File: config.mk
export PLATFORM = sky130hd
export DESIGN_NAME = div113_seq
export DESIGN_NICKNAME = d
export VERILOG_FILES = /design/src/rtl/div113_pkg.sv /design/src/rtl/div113_digit_step.sv /design/src/rtl/div113_seq.sv
export SDC_FILE = /design/constraint.sdc
export NUM_CORES = 1
export LEC_CHECK = 0
export CORE_UTILIZATION = 40
export CTS_CLUSTER_SIZE = 10
export DETAILED_ROUTE_END_ITERATION = 16
export HOLD_SLACK_MARGIN = 0.15
export PLACE_DENSITY = 0.7
export SLEW_MARGIN = 30
export SYNTH_ARGS = -nofsm -noshare
export SYNTH_HDL_FRONTEND = slang
export SYNTH_SLANG_ARGS = --single-unit
File: constraint.sdc
create_clock -name clk -period 5.5 [get_ports clk]
set_input_delay 1.1 -clock clk [delete_from_list [all_inputs] [get_ports clk]]
set_output_delay 1.1 -clock clk [all_outputs]
set_load 0.05 [all_outputs]
File: src/rtl/div113_pkg.sv
// Shared constants and types for the divide-by-113 datapath.
// Optional remainder output is enabled with DIV113_REM_EN.
package div113_pkg;

    localparam int DIVISOR = 113;
    localparam int REM_W   = 7;

    typedef logic [REM_W-1:0] rem_t;

    typedef enum logic [1:0] {
        IDLE,
        BUSY,
        DONE
    } st_e;

endpackage

File: src/rtl/div113_digit_step.sv
// One radix-2^K long-division step by 113: {rem, digit} -> (q digit, rem).
// Restoring compare-subtract; requires rem_i < 113 so the quotient fits K bits.
module div113_digit_step
    import div113_pkg::*;
#(
    parameter int K = 4
) (
    input  rem_t         rem_i,
    input  logic [K-1:0] dig_i,
    output logic [K-1:0] q_o,
    output rem_t         rem_o
);

    localparam int TW = REM_W + K;

    logic [TW-1:0] w_t;

    always_comb begin
        w_t = {rem_i, dig_i};
        q_o = '0;
        for (int i = K - 1; i >= 0; i--) begin
            if (w_t >= (TW'(DIVISOR) << i)) begin
                w_t    = w_t - (TW'(DIVISOR) << i);
                q_o[i] = 1'b1;
            end
        end
        rem_o = w_t[REM_W-1:0];
    end

endmodule

File: src/rtl/div113_seq.sv
// Digit-serial unsigned divider by 113 with valid/ready handshakes.
// Define DIV113_REM_EN to expose the remainder on out_rem.
module div113_seq
    import div113_pkg::*;
#(
    parameter int DW = 36,
    parameter int K  = 4
) (
    input  logic          clk,
    input  logic          rst_n,
    input  logic          in_valid,
    output logic          in_ready,
    input  logic [DW-1:0] in_data,
    output logic          out_valid,
    input  logic          out_ready,
`ifdef DIV113_REM_EN
    output logic [DW-1:0] out_quot,
    output rem_t          out_rem
`else
    output logic [DW-1:0] out_quot
`endif
);

    localparam int N  = DW / K;
    localparam int CW = (N > 1) ? $clog2(N) : 1;

    if (DW % K != 0) begin : g_bad_dw
        $error("div113_seq: DW must be a multiple of K");
    end
    if (!(K == 1 || K == 2 || K == 3 || K == 4 || K == 6)) begin : g_bad_k
        $error("div113_seq: K must be 1, 2, 3, 4 or 6");
    end

    st_e           r_state;
    st_e           w_next;
    logic [CW-1:0] r_cnt;
    logic [DW-1:0] r_div;
    logic [DW-1:0] r_quot;
    rem_t          r_rem;
    logic [K-1:0]  w_q;
    rem_t          w_rem;
    logic          w_accept;
    logic          w_last;

    assign w_accept = (r_state == IDLE) && in_valid;
    assign w_last   = (r_cnt == CW'(N - 1));

    div113_digit_step #(
        .K(K)
    ) u_step (
        .rem_i (r_rem),
        .dig_i (r_div[DW-1 -: K]),
        .q_o   (w_q),
        .rem_o (w_rem)
    );

    always_comb begin
        w_next = r_state;
        unique case (r_state)
            IDLE:    if (in_valid)  w_next = BUSY;
            BUSY:    if (w_last)    w_next = DONE;
            DONE:    if (out_ready) w_next = IDLE;
            default: w_next = IDLE;
        endcase
    end

    always_ff @(posedge clk or negedge rst_n) begin
        if (!rst_n) begin
            r_state <= IDLE;
        end else begin
            r_state <= w_next;
        end
    end

    // Quotient and remainder only move while BUSY, so DONE holds them stable.
    always_ff @(posedge clk or negedge rst_n) begin
        if (!rst_n) begin
            r_div  <= '0;
            r_quot <= '0;
            r_rem  <= '0;
            r_cnt  <= '0;
        end else if (w_accept) begin
            r_div  <= in_data;
            r_quot <= '0;
            r_rem  <= '0;
            r_cnt  <= '0;
        end else if (r_state == BUSY) begin
            r_div  <= r_div << K;
            r_quot <= {r_quot[DW-K-1:0], w_q};
            r_rem  <= w_rem;
            r_cnt  <= r_cnt + CW'(1);
        end
    end

    a_rem_range: assert property (
        @(posedge clk) disable iff (!rst_n) r_rem < rem_t'(DIVISOR)
    );

    assign in_ready  = rst_n && (r_state == IDLE);
    assign out_valid = (r_state == DONE);
    assign out_quot  = r_quot;
`ifdef DIV113_REM_EN
    assign out_rem   = r_rem;
`endif

endmodule

Yosys cells after proc, flatten, opt, wreduce, memory -nomap -nowiden
Cells that the tools add are included.

Add/subtract/negate cells: 5. Order comparisons: 4. Eq/ne operators: 6. Mux-type cells: 20. Reductions and logical operators: 5.

Operators by type and width (count): 2-to-1 mux 36 bit (4); 2-to-1 mux 11 bit (3); 2-to-1 mux 7 bit (3); >= comparator 11 x 10 -> 1 bit, second input constant (1); >= comparator 11 x 7 -> 1 bit, second input constant (1); >= comparator 11 x 8 -> 1 bit, second input constant (1); >= comparator 11 x 9 -> 1 bit, second input constant (1); subtractor 11 x 10 -> 11 bit, second input constant (1); subtractor 11 x 8 -> 11 bit, second input constant (1); subtractor 11 x 9 -> 11 bit, second input constant (1); 2-to-1 mux 4 bit (2); subtractor 7 bit, second input constant (1); 2-to-1 mux 2 bit (3); case mux 2 bit (3 select lines) (1); adder 4 x 1 -> 4 bit, second input constant (1); equality test 4 bit, second input constant (1); 2-to-1 mux 1 bit (4); != test 2 bit, second input constant (2); AND reduction 3 bit (1); equality test 2 x 1 -> 1 bit, second input constant (1); equality test 2 bit, second input constant (1); logical AND 1 bit (2); logical NOT 2 bit (1); != test 2 x 1 -> 1 bit, second input constant (1); nonzero test 2 bit (1).

Register bits: 85. Input bits: 40.

Longest topological paths before layout
Word-level depth: 10. Depth in mapped cells: 28.

By module
From an unflattened synthesis, not the netlist that was laid out.

Cell total of the unflattened synthesis: 573. Area total of the unflattened synthesis: 4908.5 sq um.

By module, submodules not included: div113_seq (instances 1, cells each 384, area each 3607.2 sq um); div113_digit_step (instances 1, cells each 189, area each 1301.2 sq um).

Worst setup path after synthesis
Ideal clock, no wire load.

Path type: reg-to-reg. From: reg r_div[35]. To: reg r_rem[2]. Library setup time: 92 ps. Arrival: 5403 ps. Required time: 5408 ps. Path slack: 6 ps. Stages on the path, launching flop included: 27. Path buffers: 3. Clock period less this slack: 5494 ps. Cell sequence: dfrtp_1 -> buf_2 -> inv_1 -> ha_1 -> or4b_4 -> a31oi_4 -> buf_6 -> o21a_4 -> o21ai_0 -> o211a_1 -> inv_1 -> ha_1 -> inv_1 -> o21ai_0 -> a31oi_1 -> a221o_1 -> o211ai_1 -> o211ai_2 -> and2_1 -> clkbuf_1 -> xnor2_1 -> ha_1 -> or2_2 -> o41ai_2 -> o41ai_4 -> and3_1 -> o31ai_2.

Word-level cells in the longest chain between the ends: 10.

RTL lines: start: declaration (line div113_seq.sv:37) `logic [DW-1:0] r_div;`; start signal: assignment (line div113_seq.sv:83) `r_div <= in_data;`; start signal: assignment (line div113_seq.sv:88) `r_div <= r_div << K;`; subtractor 11 x 10 -> 11 bit / >= comparator 11 x 10 -> 1 bit (equally long branches) (line div113_digit_step.sv:23, div113_digit_step.sv:22); 2-to-1 mux 11 bit (*) (line div113_digit_step.sv:22) `if (w_t >= (TW'(DIVISOR) << i)) begin`; subtractor 11 x 9 -> 11 bit / >= comparator 11 x 9 -> 1 bit (equally long branches) (line div113_digit_step.sv:23, div113_digit_step.sv:22); 2-to-1 mux 11 bit (*) (line div113_digit_step.sv:22); subtractor 11 x 8 -> 11 bit / >= comparator 11 x 8 -> 1 bit (equally long branches) (line div113_digit_step.sv:23, div113_digit_step.sv:22); 2-to-1 mux 11 bit (*) (line div113_digit_step.sv:22); >= comparator 11 x 7 -> 1 bit / subtractor 7 bit (equally long branches) (line div113_digit_step.sv:22, div113_digit_step.sv:23); 2-to-1 mux 7 bit (*) (line div113_digit_step.sv:22); 2-to-1 mux 7 bit (*) (line div113_seq.sv:87) `end else if (r_state == BUSY) begin`; 2-to-1 mux 7 bit (*) (line div113_seq.sv:82) `end else if (w_accept) begin`; end signal: assignment (line div113_seq.sv:90) `r_rem <= w_rem;`; end: declaration (line div113_seq.sv:39) `rem_t r_rem;`.

Mark *: on every way between the ends. The rest lies on a longest branch, timed or not. The select of a mux whose other input is x is not followed. A chain may end at the register's enable or synchronous reset.

Worst setup path after layout
From: reg r_rem[0]. To: reg r_rem[2].

Word-level cells in the longest chain between the ends: 10.

RTL lines (line): subtractor 11 x 10 -> 11 bit / >= comparator 11 x 10 -> 1 bit (equally long branches) (div113_digit_step.sv:23, div113_digit_step.sv:22); 2-to-1 mux 11 bit (*) (div113_digit_step.sv:22); subtractor 11 x 9 -> 11 bit / >= comparator 11 x 9 -> 1 bit (equally long branches) (div113_digit_step.sv:23, div113_digit_step.sv:22); 2-to-1 mux 11 bit (*) (div113_digit_step.sv:22); subtractor 11 x 8 -> 11 bit / >= comparator 11 x 8 -> 1 bit (equally long branches) (div113_digit_step.sv:23, div113_digit_step.sv:22); 2-to-1 mux 11 bit (*) (div113_digit_step.sv:22); >= comparator 11 x 7 -> 1 bit / subtractor 7 bit (equally long branches) (div113_digit_step.sv:22, div113_digit_step.sv:23); 2-to-1 mux 7 bit (*) (div113_digit_step.sv:22); 2-to-1 mux 7 bit (*) (div113_seq.sv:87); 2-to-1 mux 7 bit (*) (div113_seq.sv:82).

Marks and branches as above.

==> metrics.md <==
| Metric | Value |
|---|---|
| Status | finished, final reports clean |
| Worst Path Required | 5.73 ns |
| Crit path capture type | flip-flop |
| Skew final | 0.004216 ns |
| Tcrit/Tclk final | 94.26% |
| Clk slew on worst S/H paths | 0.06 ns |
| Fin. max-slew vios | 0 |
| Final setup viols | 0 |
| Vias in the first global route | 4530 |
| Clock Latency Late Sink | 0.33 ns |
| Distinct cells, synth | 78 |
| Core area | 12110 um^2 |
| Routed WL | 13.57 mm |
| Post-synth EDFFs | 0 |
| PortBufs | 77 |
| Tightest Pin Transition | 0.8468 ns |
| Crit path DAT | 5.42 ns |
| Die height | 114.1 um |
| First drt pass iteration count | 5 |
| Clock buffer depth | 2 |
| Top Ports | 78 |
| Die Area | 13020 um^2 |
| R2R Setup Slk | 0.32 ns |
| Clock sinks | 85 |
| Post-DP HPWL | 9.614 mm |
| Max H-tree Level | 3 |
| Total Nets Final | 679 |
| Largest net degree at the start of global routing | 61 |
| Setup TNS | 0 ns |
| Number of vias per cell | 5.678 |
| GR Overflow Total | 0 |
| Top Metal Used | met4 |
| Max cap viols | 0 |
| RSZ-0062 raised after global routing | no |
| Initial Util | 41.51% |
| GRT Total Usage | 21.53% |
| Ys flop type | dfrtp_1 |
| Die width | 114.1 um |
| Hold Path Cell Cnt | 2 |
| Root Buffer Master | clkbuf_16 |
| Diode count | 0 |
| Post-synthesis sequential area ratio | 42.31% |
| Hold EP | r_div[13] |
| Area Overhead vs Synth | 27.33% |
| CTS Buf Count | 9 |
| DRC violations left | 0 |
| Mean Syn Cell Area | 8.898 um^2 |
| Synthesized flop and latch total | 85 |
| Via count | 4571 |
| Met1 WL | 5.788 mm |
| First-pass GRT wire length | 22.25 mm |
| DRT antenna net count | 0 |
| Fraction of layout cells with a size suffix above 1 | 13.34% |
| TritonCTS clock tree | yes |
| Tmin final | 5.184 ns |
| Reg2reg end | r_rem[2] |
| Hold path start | r_div[13] |
| Gpl congestion | 0.9264 |
| Fill cell count | 1150 |
| Iter 0 DRT Violations | 281 |
| Wire length on met2 | 6.640 mm |
| Post-DR wirelength/cell | 16.86 um |
| Hold Path Class | reg -> reg |
| Worst R2R Start | r_rem[0] |
| FMAX | 0.1929 GHz |
| Met3 WL post-DR | 687 um |
| Crit Path Class | reg -> reg |
| Post-Syn Area | 5027 um^2 |
| Share of synthesized registers carrying an async set or reset | 100.0% |
| Critical Path Start Type | flip-flop |
| Syn nets | 612 |
| Rows | 40 |
| Layout Utilization | 52.85% |
| Hold Buf Count CTS | 0 |
| CP Max Fanout | 7 |
| Initial antenna violation count | 0 |
| Number of synthesis warnings | 0 |
| Worst slew margin | 43.55% |
| Final Hold Viols | 0 |
| Cells after synthesis | 565 |
| Worst Reg2Reg Path Length in Cells | 24 |
-- what timing repair did --
action,4_1_cts,5_1_grt
setup endpoints to repair,0,7
resized for setup,0,12
endpoints found under the hold margin,0,0
setup buffers,0,1
-- routing by layer --
layer,GRT usage (%),vias to the layer above
met1,27.33,2213
met5,0,-
li1,-,2177
met3,4.500,34
met4,9.351,0
met2,35.56,147
-- placed cells by master (no fill, tap or decap), types with 6 or more instances in the layout --
master | netlist | final
a21oi_1 | 6 | 6
a22oi_1 | 28 | 28
a31oi_1 | 10 | 9
buf_4 | 1 | 21
clkbuf_16 | 0 | 9
clkdlybuf4s50_1 | 0 | 76
dfrtp_1 | 85 | 85
inv_1 | 12 | 11
nand2_1 | 152 | 152
nand3_1 | 20 | 19
nand4_1 | 10 | 10
nor2_1 | 8 | 7
nor3_1 | 8 | 8
o211ai_1 | 7 | 7
o21ai_0 | 51 | 50
o31ai_1 | 7 | 7
xnor2_1 | 7 | 7
-- logic make-up after synthesis --
logic type | Yosys count | synth area share, %
buffers and inverters | 54 | 4.828
adder cells (fa/ha/maj) | 7 | 1.742
XOR/XNOR | 9 | 1.568
AND/OR/NAND/NOR | 240 | 22.52
multiplexers | 7 | 1.667
AO/OA/AOI/OAI | 163 | 25.36
flip-flops | 85 | 42.31
-- sequential cells by signal, indices dropped and copies added, names as in the netlist --
name	count
r_state	2
out_quot	36
r_rem	7
r_div	36
r_cnt	4
-- synth_stat cells (all sizes together), types with 4 or more instances --
cell type,count,area [um^2]
or3,5,41.29
nand2,152,570.6
nand2b,4,25.02
a22oi,28,210.2
buf,13,88.83
a221o,5,50.05
and2,6,37.54
o21a,4,37.53
xnor2,7,61.31
o21ai,55,275.3
nand4,10,62.56
a211oi,4,30.03
o211ai,8,65.06
dfrtp,85,2127
nor4,4,25.02
nor2,10,42.54
mux2i,6,72.57
nor3,9,56.31
ha,7,87.58
a31oi,11,83.83
nand3,20,100.1
inv,12,45.04
o31ai,10,98.84
clkbuf,29,108.9
a21oi,7,38.79
-- cell type report --
cell class | instances | area, um^2 | share of cell area, %
timing repair buffer | 98 | 938.4 | 14.66
clock buffer | 11 | 252.7 | 3.948
tap | 168 | 210.2 | 3.284
sequential | 85 | 2127 | 33.23
clock inverter | 5 | 106.4 | 1.661
multi-input combinational | 426 | 2721 | 42.51
inverter | 12 | 45.04 | 0.7037
-- worst max-delay path by stage --
| stage | start | end | cells after the start |
|---|---|---|---|
| 4_1_cts | r_rem[0] | r_rem[2] | 21 |
| 5_1_grt | r_div[35] | r_rem[2] | 26 |
| 6_report | r_rem[0] | r_rem[2] | 24 |
| 2_1_floorplan | r_div[35] | r_rem[2] | 26 |
| 3_3_place_gp | r_rem[0] | r_rem[2] | 21 |
| 3_5_place_dp | r_rem[0] | r_rem[2] | 21 |
-- per-stage QoR --
step                cells  setup WS (ns)  hold slack [ns]  instance area (um^2)
floorplan             565       0.005603           0.4463                  5027
global placement      788         0.2239           0.4612                  5972
detailed placement    788        0.03976           0.4642                  5972
CTS                   804        0.01444           0.4806                  6331
global route          805        0.01306           0.5035                  6401
finish                805         0.3158           0.4788                  6401
-- critical path, stage by stage (launching register included) --
cell and delay (ns):
dfrtp_1 0.41, buf_4 0.17, nor3b_2 0.33, a31oi_4 0.13, buf_12 0.16, o31a_4 0.39, o31ai_1 0.27, o211a_1 0.24
inv_2 0.07, ha_2 0.21, o21ai_1 0.11, a31oi_1 0.08, a221o_1 0.33, o211ai_1 0.13, o211ai_2 0.13, and2_1 0.20
xnor2_1 0.15, ha_1 0.21, or2_2 0.31, nor3_1 0.14, nand4_1 0.17, o41ai_4 0.12, o41ai_4 0.15, and3_1 0.22
o31ai_2 0.22
Power is left out: the tool's default activity adds up to more than one toggle a clock period on the data nets, which glitch-free logic cannot reach.
